<file path="src/rtl/serial_subtractor_16b_pkg.sv">
// Shared definitions for the bit-serial subtractor: FSM state encoding,
// default operand width and the bit-counter width helper.
package serial_subtractor_16b_pkg;

  localparam int DEF_WIDTH = 16;

  // Counter must be able to hold WIDTH itself (it increments past the
  // terminal count on the last SHIFT edge), hence the extra bit.
  function automatic int cnt_width(input int w);
    return $clog2(w) + 1;
  endfunction

  localparam int DEF_CNT_W = $clog2(DEF_WIDTH) + 1;

  typedef enum logic [1:0] {
    ST_IDLE  = 2'd0,
    ST_SHIFT = 2'd1,
    ST_DONE  = 2'd2
  } state_e;

endpackage

</file>
<file path="src/rtl/serial_subtractor_16b_if.sv">
// Request/result bundle for the bit-serial subtractor.
// master: the requester (drives start/A/B); slave: the subtractor.
interface serial_subtractor_16b_if
  import serial_subtractor_16b_pkg::*;
#(
  parameter int WIDTH = DEF_WIDTH
);

  logic             start;
  logic [WIDTH-1:0] A;
  logic [WIDTH-1:0] B;
  logic             busy;
  logic             done;
  logic [WIDTH-1:0] Diff;
  logic             Borrow_out;
  logic             Zero;
  logic             Ovf;

  modport master (
    output start, A, B,
    input  busy, done, Diff, Borrow_out, Zero, Ovf
  );

  modport slave (
    input  start, A, B,
    output busy, done, Diff, Borrow_out, Zero, Ovf
  );

endinterface

</file>
<file path="src/rtl/serial_subtractor_16b_full_subtractor_1b.sv">
// One-bit full subtractor cell: D = A - B - B_in, with borrow out.
// Borrow is formed as a NAND-NAND sum of the generate term (~A & B)
// and the propagate term (~(A ^ B) & B_in).
module full_subtractor_1b (
  input  logic A,
  input  logic B,
  input  logic B_in,
  output logic D,
  output logic B_out
);

  logic ab_x;
  logic n_gen;
  logic n_prop;

  assign ab_x  = A ^ B;
  assign D     = ab_x ^ B_in;
  assign n_gen  = ~(~A & B);
  assign n_prop = ~(~ab_x & B_in);
  assign B_out  = ~(n_gen & n_prop);

endmodule

</file>
<file path="src/rtl/serial_subtractor_16b.sv">
// Bit-serial two's-complement subtractor: Diff = A - B, one bit per clock,
// LSB first, through a single full-subtractor cell and a borrow flop.
// Optional signed-overflow flag is built when SERIAL_SUB_OVF_EN is defined;
// otherwise Ovf is tied low.
module serial_subtractor_16b
  import serial_subtractor_16b_pkg::*;
#(
  parameter int WIDTH = DEF_WIDTH
) (
  input  logic                    clk,
  input  logic                    rst,
  serial_subtractor_16b_if.slave  bus
);

  localparam int               CNT_W    = cnt_width(WIDTH);
  localparam logic [CNT_W-1:0] LAST_CNT = CNT_W'(WIDTH - 1);

  state_e           state_q, state_d;
  logic [WIDTH-1:0] opa_q, opa_d;
  logic [WIDTH-1:0] opb_q, opb_d;
  logic [WIDTH-1:0] res_q, res_d;
  logic [WIDTH-1:0] diff_q, diff_d;
  logic [CNT_W-1:0] cnt_q, cnt_d;
  logic             bin_q, bin_d;
  logic             bout_q, bout_d;
  logic             zero_q, zero_d;

  logic             cell_d;
  logic             cell_bout;
  logic             accept;
  logic             last_bit;
  logic [WIDTH-1:0] res_next;

  full_subtractor_1b u_cell (
    .A     (opa_q[0]),
    .B     (opb_q[0]),
    .B_in  (bin_q),
    .D     (cell_d),
    .B_out (cell_bout)
  );

  // A request is only honoured when no operation is in flight.
  assign accept   = ((state_q == ST_IDLE) || (state_q == ST_DONE)) && bus.start;
  assign last_bit = (state_q == ST_SHIFT) && (cnt_q == LAST_CNT);
  assign res_next = {cell_d, res_q[WIDTH-1:1]};

  // State register.
  always_ff @(posedge clk or posedge rst) begin
    if (rst) state_q <= ST_IDLE;
    else     state_q <= state_d;
  end

  // Next-state logic.
  always_comb begin
    state_d = state_q;
    case (state_q)
      ST_IDLE:  if (bus.start) state_d = ST_SHIFT;
      ST_SHIFT: if (cnt_q == LAST_CNT) state_d = ST_DONE;
      ST_DONE:  state_d = bus.start ? ST_SHIFT : ST_IDLE;
      default:  state_d = ST_IDLE;
    endcase
  end

  // Datapath next-state: capture on accept, shift one bit per SHIFT cycle,
  // publish the result only on the last bit so outputs stay stable otherwise.
  always_comb begin
    opa_d  = opa_q;
    opb_d  = opb_q;
    res_d  = res_q;
    bin_d  = bin_q;
    cnt_d  = cnt_q;
    diff_d = diff_q;
    bout_d = bout_q;
    zero_d = zero_q;
    if (accept) begin
      opa_d = bus.A;
      opb_d = bus.B;
      res_d = '0;
      bin_d = 1'b0;
      cnt_d = '0;
    end else if (state_q == ST_SHIFT) begin
      opa_d = opa_q >> 1;
      opb_d = opb_q >> 1;
      res_d = res_next;
      bin_d = cell_bout;
      cnt_d = cnt_q + CNT_W'(1);
      if (last_bit) begin
        diff_d = res_next;
        bout_d = cell_bout;
        zero_d = (res_next == '0);
      end
    end
  end

  // Datapath registers; reset discards any partial result.
  always_ff @(posedge clk or posedge rst) begin
    if (rst) begin
      opa_q  <= '0;
      opb_q  <= '0;
      res_q  <= '0;
      bin_q  <= 1'b0;
      cnt_q  <= '0;
      diff_q <= '0;
      bout_q <= 1'b0;
      zero_q <= 1'b1;
    end else begin
      opa_q  <= opa_d;
      opb_q  <= opb_d;
      res_q  <= res_d;
      bin_q  <= bin_d;
      cnt_q  <= cnt_d;
      diff_q <= diff_d;
      bout_q <= bout_d;
      zero_q <= zero_d;
    end
  end

`ifdef SERIAL_SUB_OVF_EN
  logic sa_q, sa_d;
  logic sb_q, sb_d;
  logic ovf_q, ovf_d;

  // Operand sign bits are kept aside because the shift registers lose them.
  always_comb begin
    sa_d  = sa_q;
    sb_d  = sb_q;
    ovf_d = ovf_q;
    if (accept) begin
      sa_d = bus.A[WIDTH-1];
      sb_d = bus.B[WIDTH-1];
    end
    if (last_bit) ovf_d = (sa_q != sb_q) && (cell_d != sa_q);
  end

  // Sign and overflow flops.
  always_ff @(posedge clk or posedge rst) begin
    if (rst) begin
      sa_q  <= 1'b0;
      sb_q  <= 1'b0;
      ovf_q <= 1'b0;
    end else begin
      sa_q  <= sa_d;
      sb_q  <= sb_d;
      ovf_q <= ovf_d;
    end
  end

  assign bus.Ovf = ovf_q;
`else
  assign bus.Ovf = 1'b0;
`endif

  assign bus.busy       = (state_q == ST_SHIFT);
  assign bus.done       = (state_q == ST_DONE);
  assign bus.Diff       = diff_q;
  assign bus.Borrow_out = bout_q;
  assign bus.Zero       = zero_q;

endmodule

</file>
<file path="src/flat_wrapper.sv">
// flat-port wrapper written by rule: the top's interface ports become plain ports
module serial_subtractor_16b_flat import serial_subtractor_16b_pkg::*;
#(
  parameter int WIDTH = DEF_WIDTH
)
  (clk, rst, bus_start, bus_A, bus_B, bus_busy, bus_done, bus_Diff, bus_Borrow_out, bus_Zero, bus_Ovf);
  serial_subtractor_16b_if #(.WIDTH(WIDTH)) bus_i ();
  input  logic clk;
  input  logic rst;
  input wire logic [$bits(bus_i.start)-1:0] bus_start;
  input wire logic [$bits(bus_i.A)-1:0] bus_A;
  input wire logic [$bits(bus_i.B)-1:0] bus_B;
  output wire logic [$bits(bus_i.busy)-1:0] bus_busy;
  output wire logic [$bits(bus_i.done)-1:0] bus_done;
  output wire logic [$bits(bus_i.Diff)-1:0] bus_Diff;
  output wire logic [$bits(bus_i.Borrow_out)-1:0] bus_Borrow_out;
  output wire logic [$bits(bus_i.Zero)-1:0] bus_Zero;
  output wire logic [$bits(bus_i.Ovf)-1:0] bus_Ovf;
  assign bus_i.start = bus_start;
  assign bus_i.A = bus_A;
  assign bus_i.B = bus_B;
  assign bus_busy = bus_i.busy;
  assign bus_done = bus_i.done;
  assign bus_Diff = bus_i.Diff;
  assign bus_Borrow_out = bus_i.Borrow_out;
  assign bus_Zero = bus_i.Zero;
  assign bus_Ovf = bus_i.Ovf;
  serial_subtractor_16b #(.WIDTH(WIDTH)) u_core (.clk(clk), .rst(rst), .bus(bus_i));
endmodule
</file>
<file path="config.mk">
export PLATFORM = sky130hd
export DESIGN_NAME = serial_subtractor_16b_flat
export DESIGN_NICKNAME = d
export VERILOG_FILES = /design/src/rtl/serial_subtractor_16b_pkg.sv /design/src/rtl/serial_subtractor_16b_if.sv /design/src/rtl/serial_subtractor_16b_full_subtractor_1b.sv /design/src/rtl/serial_subtractor_16b.sv /design/src/flat_wrapper.sv
export SDC_FILE = /design/constraint.sdc
export NUM_CORES = 1
export LEC_CHECK = 0
export ABC_AREA = 1
export CORE_MARGIN = 4
export CORE_UTILIZATION = 26
export CTS_CLUSTER_SIZE = 24
export DETAILED_ROUTE_END_ITERATION = 12
export HOLD_SLACK_MARGIN = 0.08
export SKIP_LAST_GASP = 1
export SYNTH_ARGS = -nofsm -noshare
export SYNTH_HDL_FRONTEND = slang
export SYNTH_SLANG_ARGS = --single-unit
</file>
<file path="constraint.sdc">
create_clock -name clk -period 3.15 [get_ports clk]
set_input_delay 0.63 -clock clk [delete_from_list [all_inputs] [get_ports clk]]
set_output_delay 0.63 -clock clk [all_outputs]
set_load 0.05 [all_outputs]
</file>
[After elaboration in Yosys (flattened, before gate mapping)]
Cells that the tools add are included.
Storage, ports and cells
  register bits after elaboration: 74
  bits of input ports: 35
  output and inout bits: 21
Cells by class
  add/sub/neg operators: 1
  equality and inequality tests: 5
  multiplexer cells: 14
  bitwise logic cells: 11
  reductions and logical operators: 8
Operator list (count)
  $mux W16: 6
  $logic_not A16 Y1: 1
  $mux W5: 2
  $not A1 Y1: 6
  $pmux W2 S3: 1
  $add A5 B1 Y5 const B: 1
  $eq A5 B4 Y1 const B: 1
  $mux W2: 2
  $and A1 B1 Y1: 3
  $mux W1: 3
  $reduce_and A3 Y1: 1
  $eq A2 B1 Y1 const B: 1
  $eq A2 B2 Y1 const B: 1
  $logic_and A1 B1 Y1: 2
  $logic_not A2 Y1: 1
  $ne A2 B1 Y1 const B: 1
  $ne A2 B2 Y1 const B: 1
  $reduce_and A2 Y1: 1
  $reduce_bool A2 Y1: 1
  $xor A1 B1 Y1: 2
  $logic_or A1 B1 Y1: 1

[Logic depth before layout (Yosys ltp)]
Gate-level depths: netlist of the first run.
  depth in word-level cells: 8
  depth in mapped cells: 8

[By module]
From an unflattened synthesis of the first run, not the netlist that was laid out.
Unflattened totals
  cells, all modules: 339
  area total of the unflattened synthesis: 3123.0 sq um
By module, submodules not included
  serial_subtractor_16b: times used 1, cells an instance 335, area an instance 3091.7 sq um, seq. area each 1828.0 sq um
  full_subtractor_1b: times used 1, cells an instance 4, area an instance 31.3 sq um, seq. area each 0.0 sq um

[Worst setup path after synthesis of the first run]
Ideal clock, no wire load.
  kind: register to output
  start point: reg u_core.state_q[0]
  end point: out bus_done
  arrival: 1061 ps
  data required time: 2520 ps
  setup slack: 1459 ps
  cell stages (with the launch flop): 2
  path buffers: 0
  cell sequence: dfrtp_1 > nor2_1
Between the ends
  word-level cells in the longest chain between the ends: 1
RTL lines
  from (decl): RTL line serial_subtractor_16b.sv:18  | state_e state_q, state_d;
  from (signal assigned): RTL line serial_subtractor_16b.sv:50  | else state_q <= state_d;
  $eq A2 B2 Y1: RTL line serial_subtractor_16b.sv:154  | assign bus.done = (state_q == ST_DONE);
  to (decl): RTL line flat_wrapper.sv:14  | output wire logic [$bits(bus_i.done)-1:0] bus_done;
Every way passes these cells.

[Worst setup path in the final report of the first run]
  start point: reg u_core.state_q[1]
  end point: out bus_busy
Between the ends
  word-level cells in the longest chain between the ends: 1
RTL lines
  $eq A2 B1 Y1: RTL line serial_subtractor_16b.sv:153  | assign bus.busy = (state_q == ST_SHIFT);
  to (decl): RTL line flat_wrapper.sv:13  | output wire logic [$bits(bus_i.busy)-1:0] bus_busy;
Every way passes these cells.

==> results of run 1 <==
==> cells in the final DEF (no fill, tap or decap), drive strengths merged <==
| cell type | instances |
|---|---|
| buf | 3 |
| clkbuf | 13 |
| dfrtp | 72 |
| a21oi | 1 |
| clkdlybuf4s50 | 54 |
| nand2 | 123 |
| o211ai | 3 |
| dfstp | 1 |
| inv | 32 |
| fa | 1 |
| o22ai | 18 |
| o21ai | 22 |
| nor2 | 14 |
| clkinv | 3 |
| conb | 1 |
| ha | 2 |
| nand3 | 29 |
==> stage by stage <==
step / hold slack (ps) / total power [mW] / instances / area [sq um]
4_1_cts: 475.7 / 4.299 / 535 / 4005
3_3_place_gp: 458.1 / 3.276 / 519 / 3730
5_1_grt: 491.4 / 4.566 / 535 / 4005
6_report: 475.6 / 4.228 / 535 / 4005
2_1_floorplan: 452.4 / 2.864 / 336 / 3100
3_5_place_dp: 467.4 / 3.342 / 519 / 3730
==> logic make-up after synthesis <==
| family | after synthesis | share of synthesized area, % |
|---|---|---|
| AOI/OAI and AO/OA | 44 | 10.13 |
| adders and majority gates | 3 | 1.453 |
| buffers and inverters | 49 | 7.587 |
| DFF | 73 | 58.96 |
| other | 1 | 0.1209 |
| and+or+nand+nor | 166 | 21.75 |
==> critical path: stages, from the launching register on <==
cell and delay [ps]:
sky130_fd_sc_hd__dfrtp_1 360, sky130_fd_sc_hd__inv_1 80, sky130_fd_sc_hd__nand2_2 270, sky130_fd_sc_hd__inv_4 120, sky130_fd_sc_hd__clkdlybuf4s50_1 810
==> final cells by class <==
class                   instances  area, sq um
inverters                      32        122.6
clock inverters                 3        15.01
fillers                      1179         7560
well taps                     143        178.9
clock buffers                  13        260.3
multi-input cells             214         1037
flip-flops and latches         73         1828
repair buffers                 57        563.0
==> sequential cells by signal, summed over array words and instances (netlist names) <==
register / cells
u_core.cnt_q: 5
u_core.bus.Diff: 16
u_core.res_q: 15
u_core.bus.Borrow_out: 1
u_core.state_q: 2
u_core.opa_q: 16
u_core.opb_q: 16
u_core.bin_q: 1
u_core.bus.Zero: 1
==> worst paths after layout <==
kind	startpoint	end	slack (ps)
min in group asynchronous	rst	u_core.res_q[2]$_DFFE_PP0P_	650
worst max register to register	u_core.state_q[0]$_DFFE_PP0P_	u_core.opb_q[14]$_DFFE_PP0P_	1180
worst min-delay path	u_core.bus.Zero$_DFFE_PP1P_	u_core.bus.Zero$_DFFE_PP1P_	480
max in group asynchronous	rst	u_core.opa_q[5]$_DFFE_PP0P_	1740
worst min register to register	u_core.bus.Zero$_DFFE_PP1P_	u_core.bus.Zero$_DFFE_PP1P_	480
worst max-delay path	u_core.state_q[1]$_DFFE_PP0P_	bus_busy	550
==> power by group <==
part           internal (mW)  switching [mW]  leakage [nW]
clock network          0.572           0.360         0.139
registers               1.35           0.210         0.882
logic                  0.606            1.13         0.844
==> layer usage <==
| metal | GRT usage [%] | part of all wire, % |
|---|---|---|
| met1 | 14.30 | 49 |
| met3 | 4.473 | 6.2 |
| met4 | 2.676 | 0.58 |
| met2 | 15.54 | 44 |
| met5 | 0 | 0 |
==> results.txt, run 1 <==
Outcome: completed
Cell with the most instances after synthesis: sky130_fd_sc_hd__nand2_1
Number of global-route vias before repair: 2331
Number of antenna violations at the first check in global routing: 0
DR vias: 2327
Final core utilization: 34.63%
Headroom to the max-slew limit: 62.68%
Global-route wire length before repair: 11.22 mm
Total global routing overflow: 0
Number of cells on the worst reg-to-reg path: 5
Synthesized Nets: 374
Via count normalized by instance count: 4.350
Area grow syn2layout: 29.18%
Leakage power figure: 1.866 nW
Yosys Warn Count: 0
Portion of the post-synthesis area used by sequential elements: 58.96%
Pwr per Cell Area: 1056 nW/um^2
Aggregate routed wire length: 6.597 mm
Chip Height: 117.2 um
Fin nets: 425
Async S/R FF share, synth: 100.0%
Number of distinct library cells after synthesis: 22
Critical Path Start Type: register
Setup repair after global routing missed its margin: false
Number of buffers added for setup after CTS: 0
Tot GR Track Use: 10.54%
Leading area contributor after synthesis: sky130_fd_sc_hd__dfrtp_1
DRT Pass-1 Iters: 4
Ranking of synthesized cells by instance count: sky130_fd_sc_hd__nand2_1 (119), sky130_fd_sc_hd__dfrtp_1 (72), sky130_fd_sc_hd__nand3_1 (29)
Count of antenna-violating nets left after detailed routing: 0
Endpoint required time on the critical path: 2520 ps
Pre-CTS WS: 872.7 ps
Type of element capturing the critical path: output port
Worst setup slack after layout: 546.0 ps
Clock buffers created by TritonCTS: 9
Number of flip-flops and latches in the synthesized netlist: 73
Clock transition at the registers of the reported paths: 50 ps
Clock insertion delay at the later pin of the skew report: 330 ps
Drt drc: 0
Top-area cell type share of the netlist area: 58.11%
Clock tree from TritonCTS: yes
Number of hold violations in the final report: 0
Least-Margin Pin Slew: 559.0 ps
Mean Syn Cell Area: 9.228 sq um
Full die area: 13740 sq um
Final number of max-transition violations: 0
Maximum number of pins on one net before global-route repair: 37
Setup TNS after final layout: 0 ps
Worst hold path depth: 2
Inserted Diodes: 0
Fraction of layout cells with a size suffix above 1: 11.22%
Biggest area contributors in the synthesized netlist: sky130_fd_sc_hd__dfrtp_1 (58%), sky130_fd_sc_hd__nand2_1 (14%), sky130_fd_sc_hd__o21ai_2 (4.8%)
Post-synthesis instance total: 336
Worst VDD drop: 406.5 uV
CTS Hold Bufs: 0
Placement Rows: 39
CTS sink count: 73
Largest clock skew in the final design: 3.266 ps
Width of the die: 117.2 um
H-Tree Depth: 3
Core area: 11560 sq um
Class of the most critical setup path: register to output port
Highest attainable clock frequency: 384.0 MHz
Shortest clock period the worst path allows after layout: 2604 ps
Port buffer count: 54
Setup violation total in the final timing report: 0
Type of the most critical hold path: register to register
Starting Density: 26.81%
CTS-repair resized insts: 0
Final routed wire length divided by cell count: 12.33 um
Number of DRC markers in iteration 0: 182
Clk Tree Root Cell: sky130_fd_sc_hd__clkbuf_16
Maximum number of buffers from clock root to sink: 2
MaxCap Viol Count: 0
Post-synth design cell area: 3100 sq um
Most used flip-flop cell after synthesis: sky130_fd_sc_hd__dfrtp_1
Peak fanout along the critical path: 22
Final worst-path cycle share: 82.67%
Worst Path Arrival: 1970 ps
Ports placed on the boundary: 56
Post-DP HPWL: 4.525 mm
Routability-driven placement congestion ratio: 0.7326
Number of enable-type register cells in the synthesized netlist: 0
(Power assumes the default switching activity.)
==> run 2: changes to the inputs <==
- clock period: 3.15 -> 2.6 ns (I/O delays scaled with it)
==> run 2 against run 1 <==
Worst hold slack about the same. Cell area up 2.5%. Via count rose by 1.5%. Setup slack got worse by 110 ps. Sequential share of layout area is 1.1 points lower. Wire length shrank 1.1%.
==> results.txt, run 2 (same netlist as run 1, synthesis figures left out) <==
Outcome: completed
Number of buffers added for setup after CTS: 0
Final routed wire length divided by cell count: 12.20 um
Inserted Diodes: 0
Drt drc: 0
Clock tree from TritonCTS: yes
Fraction of layout cells with a size suffix above 1: 11.99%
Number of DRC markers in iteration 0: 138
Number of global-route vias before repair: 2278
Hold Slack: 476.0 ps
Routability-driven placement congestion ratio: 0.7291
DR vias: 2361
CP cell instances: nor2_1, clkdlybuf4s50_1
Number of antenna violations at the first check in global routing: 0
Max incr delay on CP: 800 ps
Type of the most critical hold path: register to register
MaxCap Viol Count: 0
Aggregate routed wire length: 6.526 mm
Placement Rows: 39
Least-Margin Pin Slew: 523.6 ps
Fin nets: 425
Final worst-path cycle share: 83.08%
Setup violation total in the final timing report: 0
Largest clock skew in the final design: 7.415 ps
Via count normalized by instance count: 4.413
Type of element capturing the critical path: output port
Leakage power figure: 1.906 nW
Area grow syn2layout: 32.36%
Maximum number of pins on one net before global-route repair: 74
Count of fill cells added during filler insertion: 1156
Clk Tree Root Cell: sky130_fd_sc_hd__clkbuf_16
Count of antenna-violating nets left after detailed routing: 0
CTS-repair resized insts: 0
Post-DP HPWL: 4.336 mm
Starting Density: 26.81%
Clock insertion delay at the later pin of the skew report: 330 ps
Slowest cell on the critical path: sky130_fd_sc_hd__clkdlybuf4s50_1
Number of hold violations in the final report: 0
Shortest clock period the worst path allows after layout: 2160 ps
CTS sink count: 73
Ports placed on the boundary: 56
Critical Path Start Type: register
Core area: 11560 sq um
CTS Hold Bufs: 0
Endpoint required time on the critical path: 2080 ps
Clock transition at the registers of the reported paths: 50 ps
Class of the most critical setup path: register to output port
Pwr per Cell Area: 1331 nW/um^2
Final number of max-transition violations: 0
Tot GR Track Use: 10.12%
Worst VDD drop: 494.3 uV
Global-route wire length before repair: 10.96 mm
Chip Height: 117.2 um
Port buffer count: 54
Headroom to the max-slew limit: 65.04%
H-Tree Depth: 3
Highest attainable clock frequency: 463.0 MHz
Total global routing overflow: 0
Full die area: 13740 sq um
DRT Pass-1 Iters: 6
Clock buffers created by TritonCTS: 9
Setup repair after global routing missed its margin: false
Maximum number of buffers from clock root to sink: 2
Top cell family by delay on the critical path: buffers and inverters
Setup TNS after final layout: 0 ps
Worst Path Arrival: 1640 ps
Final core utilization: 35.49%
Peak fanout along the critical path: 3
Most used cells in the layout excluding fill and tap cells: sky130_fd_sc_hd__nand2_1 (119), sky130_fd_sc_hd__dfrtp_1 (72), sky130_fd_sc_hd__clkdlybuf4s50_1 (53), sky130_fd_sc_hd__nand3_1 (29), sky130_fd_sc_hd__inv_1 (27)
Width of the die: 117.2 um
Most common cell after layout, fill and taps aside: sky130_fd_sc_hd__nand2_1
Buffers plus inverters on the worst setup path: 1
## run 2: tightest hold or removal path: stages, from the launching register on
cell and delay (ps):
sky130_fd_sc_hd__dfrtp_1 330, sky130_fd_sc_hd__nand2_1 60, sky130_fd_sc_hd__o21ai_2 50
## run 2: area by class of cell
type | instances | area, sq um | share of cell area (%)
Timing Repair Buffer | 57 | 573.1 | 13.96
Multi-Input combinational cell | 214 | 1037 | 25.27
Sequential cell | 73 | 1828 | 44.54
Inverter | 32 | 122.6 | 2.988
Clock inverter | 4 | 97.59 | 2.378
Tap cell | 143 | 178.9 | 4.360
Clock buffer | 12 | 266.5 | 6.494
## run 2: metrics by stage
step	setup slack, ps	area [sq um]	instances	power [mW]
floorplan	228.4	3100	336	3.470
global placement	723.9	3740	519	3.983
detailed placement	703.9	3740	519	4.045
CTS	419.0	4104	535	5.540
global route	355.5	4104	535	5.851
finish	440.0	4104	535	5.463
## run 2: path summary, 6_finish.rpt
path | from | to | slack (ps) | cells after the start
max | u_core.state_q[0]$_DFFE_PP0P_ | bus_done | 440 | 2
min | u_core.bus.Diff[9]$_DFFE_PP0P_ | u_core.bus.Diff[9]$_DFFE_PP0P_ | 480 | 2
max reg2reg | u_core.cnt_q[0]$_DFFE_PP0P_ | u_core.bus.Zero$_DFFE_PP1P_ | 880 | 8
min reg2reg | u_core.bus.Diff[9]$_DFFE_PP0P_ | u_core.bus.Diff[9]$_DFFE_PP0P_ | 480 | 2
max in group asynchronous | rst | u_core.bus.Zero$_DFFE_PP1P_ | 1670 | 3
min in group asynchronous | rst | u_core.bus.Diff[15]$_DFFE_PP0P_ | 600 | 3
## run 2: layer usage
layer	share of wire [%]	wire length, um	global-route usage, %	vias up
met2	46	3000	15.08	66
met5	0	0	0	-
met1	47	3098	14.03	1121
met4	0.87	57	2.982	0
li1	-	-	-	1167
met3	5.7	369	3.342	7
## run 2: where the power goes
part	internal (mW)	switching (mW)	total, mW
logic	0.741	1.37	2.11
clock network	1.02	0.444	1.46
registers	1.64	0.255	1.89
==> run 3: changes to the inputs <==
- clock period: 2.6 -> 2.2 ns (I/O delays scaled with it)
==> run 3 against run 2 <==
Register-to-register slack worse by 390 ps. Global-route usage rose by 0.38 points. Clock-buffer cell count unchanged. Utilization down 0.55 points. Setup slack worse by 330 ps. Highest routed layer unchanged. Total power grew 11%. Critical endpoint unchanged. Cell count increased by 0.37%. Clock skew shrank 1.3 ps. Via count rose by 0.34%. Sequential power rose by 18%.
==> results.txt, run 3 (same netlist as run 1, synthesis figures left out) <==
Core area: 11560 sq um
Clock buffers created by TritonCTS: 9
Endpoint required time on the critical path: 1760 ps
Inserted Diodes: 0
Number of global-route vias before repair: 2382
Final worst-path cycle share: 95.16%
Ports placed on the boundary: 56
Slowest cell on the critical path: sky130_fd_sc_hd__clkdlybuf4s50_1
Class of the most critical setup path: register to output port
Critical Path Start Type: register
Highest attainable clock frequency: 477.7 MHz
Clk network pwr share: 21.2%
Worst VDD drop: 434.1 uV
Worst Path Arrival: 1650 ps
Maximum number of pins on one net before global-route repair: 37
Max incr delay on CP: 810 ps
Sequential cell fraction of total power: 36.9%
Number of hold violations in the final report: 0
Worst R2R Start: u_core.cnt_q[0]$_DFFE_PP0P_
Int Power: 3.599 mW
Multi-input combinational cell area: 1037 sq um
Cell area after placement: 3784 sq um
Via count normalized by instance count: 4.412
Worst hold path depth: 2
CP cell instances: nor2_1, clkdlybuf4s50_1
Worst reg2reg setup slack: 490 ps
Shortest clock period the worst path allows after layout: 2093 ps
Worst hold path endpoint: u_core.bus.Zero$_DFFE_PP1P_
Capture instance of the worst register-to-register path: u_core.bus.Zero$_DFFE_PP1P_
CTS-repair resized insts: 0
Start point of the worst hold path: u_core.bus.Zero$_DFFE_PP1P_
Fin nets: 427
Number of cells on the worst reg-to-reg path: 8
Number of buffers added for setup after CTS: 0
Width of the die: 117.2 um
Final routed wire length divided by cell count: 12.31 um
CTS sink count: 73
Clk Tree Root Cell: sky130_fd_sc_hd__clkbuf_16
Most common cell after layout, fill and taps aside: sky130_fd_sc_hd__nand2_1
Global-route wire length before repair: 11.28 mm
Count of fill cells added during filler insertion: 1183
Starting Density: 26.81%
Setup violation total in the final timing report: 0
Combinational share of power: 41.9%
Final std cell area, no fill: 4040 sq um
Peak fanout along the critical path: 3
Outcome: completed
Port buffer count: 54
H-Tree Depth: 3
Clock insertion delay at the later pin of the skew report: 330 ps
Maximum number of buffers from clock root to sink: 2
Placement Rows: 39
DR vias: 2369
Largest clock skew in the final design: 6.113 ps
Fraction of layout cells with a size suffix above 1: 11.68%
Number of antenna violations at the first check in global routing: 0
Setup repair after global routing missed its margin: false
MaxCap Viol Count: 0
Tot GR Track Use: 10.50%
Headroom to the max-slew limit: 62.85%
Count of antenna-violating nets left after detailed routing: 0
FF/Latch Area: 1828 sq um
Total global routing overflow: 0
Setup TNS after final layout: 0 ps
Type of element capturing the critical path: output port
Most used cells in the layout excluding fill and tap cells: sky130_fd_sc_hd__nand2_1 (119), sky130_fd_sc_hd__dfrtp_1 (72), sky130_fd_sc_hd__clkdlybuf4s50_1 (53), sky130_fd_sc_hd__nand3_1 (29), sky130_fd_sc_hd__inv_1 (27)
Pwr Total: 6.055 mW
Post-DP HPWL: 4.545 mm
Clock tree from TritonCTS: yes
Routability-driven placement congestion ratio: 0.7505
Leakage power figure: 1.877 nW
CTS Hold Bufs: 0
Drt drc: 0
Area grow syn2layout: 30.31%
Full die area: 13740 sq um
Number of DRC markers in iteration 0: 115
Pwr per Cell Area: 1499 nW/um^2
Type of the most critical hold path: register to register
Hold Slack: 472.1 ps
Clock transition at the registers of the reported paths: 50 ps
Chip Height: 117.2 um
DRT Pass-1 Iters: 4
Aggregate routed wire length: 6.610 mm
Final number of max-transition violations: 0
Least-Margin Pin Slew: 556.1 ps
Sw frac: 40.57%
Net switching power: 2.457 mW
==> run 3: cell count changes in the layout (fill, tap and decap cells not counted), sizes merged <==
| cell | delta |
|---|---|
| clkinv | +4 |
| bufinv | -3 |
| buf | +2 |
| inv | -1 |
==> run 3: power groups by stage <==
| stage | Combinational (mW) | Clock (mW) | Sequential, mW |
|---|---|---|---|
| after floorplan | 1.45 | 0 | 2.65 |
| after global placement | 2.52 | 0 | 2.24 |
| after detailed placement | 2.57 | 0 | 2.25 |
| after CTS | 2.58 | 1.32 | 2.24 |
| after global routing | 2.82 | 1.39 | 2.30 |
| final | 2.54 | 1.28 | 2.23 |
==> run 3: how the worst max path moves through the flow <==
stage,from,end,slack [ps],cells past startpoint
2_1_floorplan,u_core.state_q[0]$_DFFE_PP0P_,bus_done,700,1
3_3_place_gp,bus_start,u_core.cnt_q[3]$_DFFE_PP0P_,400,6
5_1_grt,u_core.state_q[0]$_DFFE_PP0P_,bus_done,40,2
3_5_place_dp,bus_start,u_core.cnt_q[3]$_DFFE_PP0P_,400,6
4_1_cts,u_core.bus.Zero$_DFFE_PP1P_,bus_Zero,80,1
6_report,u_core.state_q[0]$_DFFE_PP0P_,bus_done,110,2
==> run 3: routing by layer <==
metal	vias to the layer above	part of all wire [%]	GRT usage, %
met1	1128	50	14.56
met2	56	44	15.54
met3	12	4.7	3.290
met5	-	0	0
li1	1173	-	-
met4	0	1.5	3.593
==> run 3: area by class of cell <==
| class | count | area share, % |
|---|---|---|
| clock inverter | 4 | 0.4955 |
| timing repair buffer | 59 | 15.17 |
| sequential | 73 | 45.25 |
| clock buffer | 12 | 5.853 |
| tap | 143 | 4.429 |
| multi-input combinational | 214 | 25.67 |
| inverter | 32 | 3.128 |
==> run 3: through the flow <==
stage / utilization (%) / instances / worst slack [ps]
final: 34.93 / 537 / 106.5
after CTS: 34.93 / 537 / 84.72
after global placement: 32.72 / 521 / 399.0
after floorplan: - / 336 / 698.9
after global routing: 34.93 / 537 / 41.29
after detailed placement: 32.72 / 521 / 395.5
==> run 3: critical path, delay by kind of cell (launching register included) <==
kind / cells / cell delay (ps)
buffers and inverters: 1 / 810
DFF: 1 / 400
and+or+nand+nor: 1 / 120
==> RTL edit 1: new RTL, flow settings as in run 3 <==
Build with the macro `SERIAL_SUB_OVF_EN` defined.
--- a/src/rtl/serial_subtractor_16b.sv
+++ b/src/rtl/serial_subtractor_16b.sv
@@ -4,2 +4,4 @@
 // otherwise Ovf is tied low.
+`define SERIAL_SUB_OVF_EN
+
 module serial_subtractor_16b
Behaviour: same outputs for any inputs over 10 cycles, from zero or initial values and one cycle with rst high; that may be too few to reach the edited logic, so the function may still have changed.
==> RTL edit 1 against run 3 <==
Routed wire length up 4.5%. Count of clock-buffer cells in the layout fell by 2. Largest cell class unchanged. Global-route usage decreased by 0.18 points. Final cell count increased by 3.4%. Clock skew up 0.0014 ns. Total power is 6.9% higher. Die area is 1.8% higher. Area after synthesis increased by 2.0%. Worst setup slack improved by 0.014 ns. Design area is 4.1% higher. Sequential cell count grew 3.
==> RTL edit 1: results (changes against run 3) <==
status complete, no violations; dpl cells 539 (+3.5%); post-synthesis xor/xnor area fraction 0 (unchanged); Root Buffer clkbuf_16; Synth async-reset ratio 1.00 (unchanged); pre-CTS setup slack 0.392 ns (-0.00400 ns); share of post-route cells with drive strength above 1 0.0931 (-0.0236); top cells by count, synth nand2_1 (126), dfrtp_1 (75), inv_1 (30), nand3_1 (29), o22ai_1 (19); R2R Setup Slk 0.51 ns (+0.02 ns); CP endpoint bus_Zero; Post-Synthesis Net Count 386 (+3.2%); Final nets 441 (+3.3%); global-route wire length before repair 11700 µm (+3.3%); Leak 0.00196 µW (+4.6%); H-tree levels 3 (unchanged); initial antenna violation count 0 (unchanged); Total Routing Usage GR 0.103 (-0.00179); via/cell ratio 4.33 (-1.8%); post-detailed-placement half-perimeter wirelength 4710 µm (+3.5%); clock share of power 0.240 (+0.028); Setup Skew 0.00748 ns (+0.00136 ns); Reg-to-Reg End u_core.bus.Diff[12]$_DFFE_PP0P_; synth top area cells dfrtp_1 (59%), nand2_1 (15%), nand3_1 (4.6%); synth unique cells 23 (+4.5%); drt first pass iters 6 (+2); Max-Slew Margin vs Limit 0.652 (+0.0239); clk_lat worst skew 0.33 ns (about the same); PortBufs 55 (+1.9%); largest net degree at the start of global routing 77 (+110%); crit-path max cell delay 0.79 ns (-0.02 ns); # Post-CTS Setup Buffers 0 (unchanged); Clock Power 1550 µW (+21%); dpl cell area 0.00389 mm² (+2.7%); Hold Path Class reg2reg; delay-heaviest family, CP buffers and inverters; post-synthesis adder-cell area fraction 0.0142 (-0.000282); Fin Hold WS 0.476 ns (+0.00381 ns); switching part of the total 0.391 (-0.0148); RR Startpoint u_core.cnt_q[0]$_DFFE_PP0P_; Tmin final 2.08 ns (-0.0136 ns); compound-cell area share of the yosys netlist 0.0922 (-0.00909); reg2reg path depth 8 (unchanged); final wirelength 6910 µm (+4.5%); Reg clk slew, reported paths 0.06 ns; Avg WL per Cell 12.4 µm (+1.1%); Worst Setup SP u_core.bus.Zero$_DFFE_PP1P_; average size of a mapped cell 9.09 µm² (-1.5%); Endpoint, Worst Hold u_core.bus.Zero$_DFFE_PP1P_; vias in the first global route 2429 (+2.0%); Max FO, Critical Path 2 (-1); slowest cell on the critical path clkdlybuf4s50_1; Iter 0 DRT Violations 141 (+23%); VDD IR max 0.423 mV (-2.5%); Placer Congestion 0.763 (+1.7%); TritonCTS Buffers 9 (unchanged); Seq/Total Area, Yosys 0.602 (+0.0123); register share of total power 0.360 (-0.009)
[RTL edit 1: cell count changes after synthesis, moves of 2 or more]
cell / before / now
inv_2: 3 / 1
nor2_1: 14 / 16
dfrtp_1: 72 / 75
o21ai_2: 17 / 8
nand2_1: 119 / 126
o21ai_0: 5 / 11
o21ai_1: 0 / 3
buf_4: 4 / 1
inv_1: 28 / 30
[RTL edit 1: metal layers]
metal  track usage  part of all wire
met4        0.0337             0.014
met2         0.165              0.47
met3        0.0335             0.042
met1         0.133              0.47
met5             0                 0
[RTL edit 1: kinds of logic (layout without fill, tap and decap cells)]
| family | Yosys count | in the layout |
|---|---|---|
| adders and majority gates | 3 | 3 |
| buffers and inverters | 49 | 109 |
| and+or+nand+nor | 174 | 174 |
| AOI/OAI and AO/OA | 46 | 46 |
| DFF | 76 | 76 |
[RTL edit 1: cell type report]
type,count,area (µm²)
clock inverters,6,88.8
clock buffers,10,229
flip-flops and latches,76,1900
multi-input cells,223,1030
inverters,32,126
fillers,1239,7760
repair buffers,61,641
well taps,147,184
==> RTL edit 2: new RTL, config.mk and constraints of run 3 <==
Made on the original files. `opa_q` no longer has a reset.
--- a/src/rtl/serial_subtractor_16b.sv
+++ b/src/rtl/serial_subtractor_16b.sv
@@ -97,3 +97,2 @@
     if (rst) begin
-      opa_q  <= '0;
       opb_q  <= '0;
@@ -106,3 +105,2 @@
     end else begin
-      opa_q  <= opa_d;
       opb_q  <= opb_d;
@@ -115,2 +113,6 @@
     end
+  end
+
+  always_ff @(posedge clk) begin
+    opa_q <= opa_d;
   end
Check against the original RTL: no difference found for any inputs over 10 cycles, from zero or initial values and one cycle with rst high; that may be too few to reach the edited logic, so the function may still have changed.
==> RTL edit 2 against run 3 <==
Area after synthesis increased by 1.2%. Critical path depth shrank 1. Sequential cell count stayed put. Combinational power is 8.7% lower. Worst setup slack gained 0.013 ns. Largest power group unchanged. Total power shrank 0.72%. Global-route usage is 0.70 points lower. Die area grew 1.1%. Maximum frequency up 0.64%. Count of clock-buffer cells in the layout is 2 lower. Design area increased by 1.1%. Largest cell class unchanged. Routed wire length is 3.3% lower. Non-clock buffer count increased by 2.
==> RTL edit 2: results (changes against run 3) <==
status complete, no violations; Iter 0 DRT Violations 120 (+4.3%); Seq/Total Area, Yosys 0.608 (+0.0185); Final nets 415 (-2.8%); R2R Setup Slk 0.56 ns (+0.07 ns); Total Routing Usage GR 0.0980 (-0.00697); TritonCTS Buffers 9 (unchanged); crit-path max cell delay 0.79 ns (-0.02 ns); synth top area cells dfrtp_1 (45%), edfxtp_1 (15%), nand2_1 (14%); Worst-Margin Slew 0.532 ns (-0.0239 ns); Max FO, Critical Path 2 (-1); Setup Skew 0.00824 ns (+0.00213 ns); Leak 0.00188 µW (+0.30%); routed wl met2 2820 µm (-3.3%); top cells by count, synth nand2_1 (118), dfrtp_1 (56), inv_1 (29), o22ai_1 (17); VDD IR max 0.439 mV (+1.2%); M1 wire length 3110 µm (-5.2%); largest net degree at the start of global routing 37 (unchanged); share of post-route cells with drive strength above 1 0.134 (+0.0168); Placer Congestion 0.724 (-3.5%); vias in the first global route 2369 (-0.55%); metal3 WL 372 µm (+19%); global-route wire length before repair 11200 µm (-1.2%); Synth async-reset ratio 0.781 (-0.219); RR Startpoint u_core.cnt_q[0]$_DFFE_PP0P_; post-detailed-placement half-perimeter wirelength 4450 µm (-2.1%); final wirelength 6390 µm (-3.3%); Post-Synthesis Net Count 359 (-4.0%); antenna cells 0 (unchanged); Crit path arrival time 1.64 ns; initial antenna violation count 0 (unchanged); Hold Path Class in2async; Root Buffer clkbuf_16; Reg clk slew, reported paths about 0.06 ns; dpl cell area 0.00380 mm² (+0.33%); Clock Tree Buf Depth 2 (unchanged); total gr overflow 0 (unchanged); synth warn 0 (unchanged); Post-synth EDFFs 16 (+16); PortBufs 54 (unchanged); delay-heaviest family, CP buffers and inverters; slowest cell on the critical path clkdlybuf4s50_1; Vias 2237 (-5.6%); H-tree levels 3 (unchanged); Worst Setup SP u_core.bus.Zero$_DFFE_PP1P_; synth unique cells 25 (+14%)
-- RTL edit 2: cell count changes after synthesis, moves of 2 or more --
cell and delta:
dfrtp_1 -16, edfxtp_1 +16, nand3_1 -14, buf_6 +7
buf_2 -6, buf_4 -2, nor3_1 +2
-- RTL edit 2: kinds of logic (layout without fill, tap and decap cells) --
family,after synthesis,count (layout),share of synthesized area
fa+ha+maj,3,3,0.0144
buf+inv,48,109,0.0857
compound gates,41,41,0.0929
flops,73,73,0.608
other cells,1,1,0.00120
simple gates,155,155,0.198
-- RTL edit 2: final cells by class --
cell class,count,area [µm²]
well taps,143,179
flip-flops and latches,73,1910
clock buffers,10,250
inverters,32,123
fillers,1182,7530
multi-input cells,200,961
clock inverters,6,40.0
repair buffers,61,626
-- RTL edit 2: report_power, final --
part           switching, µW  internal, µW
clock network            565           831
registers                256          2040
logic                   1480           834
-- RTL edit 2: through the flow --
step / instances / worst slack (ns) / hold WS [ns] / power, µW
after CTS: 525 / 0.0997 / 0.370 / 6110
final: 525 / 0.120 / 0.369 / 6010
after floorplan: 321 / 0.362 / 0.452 / 4030
after detailed placement: 509 / 0.457 / 0.461 / 4680
after global placement: 509 / 0.457 / 0.465 / 4610
after global routing: 525 / 0.0812 / 0.383 / 6490
-- RTL edit 2: how the worst max path moves through the flow --
| stage | end | slack (ns) |
|---|---|---|
| after global routing | bus_Zero | 0.08 |
| after CTS | bus_Zero | 0.1 |
| final | bus_Zero | 0.12 |
| after floorplan | u_core.bin_q$_DFFE_PP0P_ | 0.36 |
| after detailed placement | bus_Zero | 0.46 |
| after global placement | bus_Zero | 0.46 |
-- RTL edit 2: per-layer routing --
metal  vias to the layer above  track usage
met3                        10       0.0380
met4                         0       0.0330
li1                       1134            -
met1                      1036        0.125
met5                         -            0
met2                        57        0.153
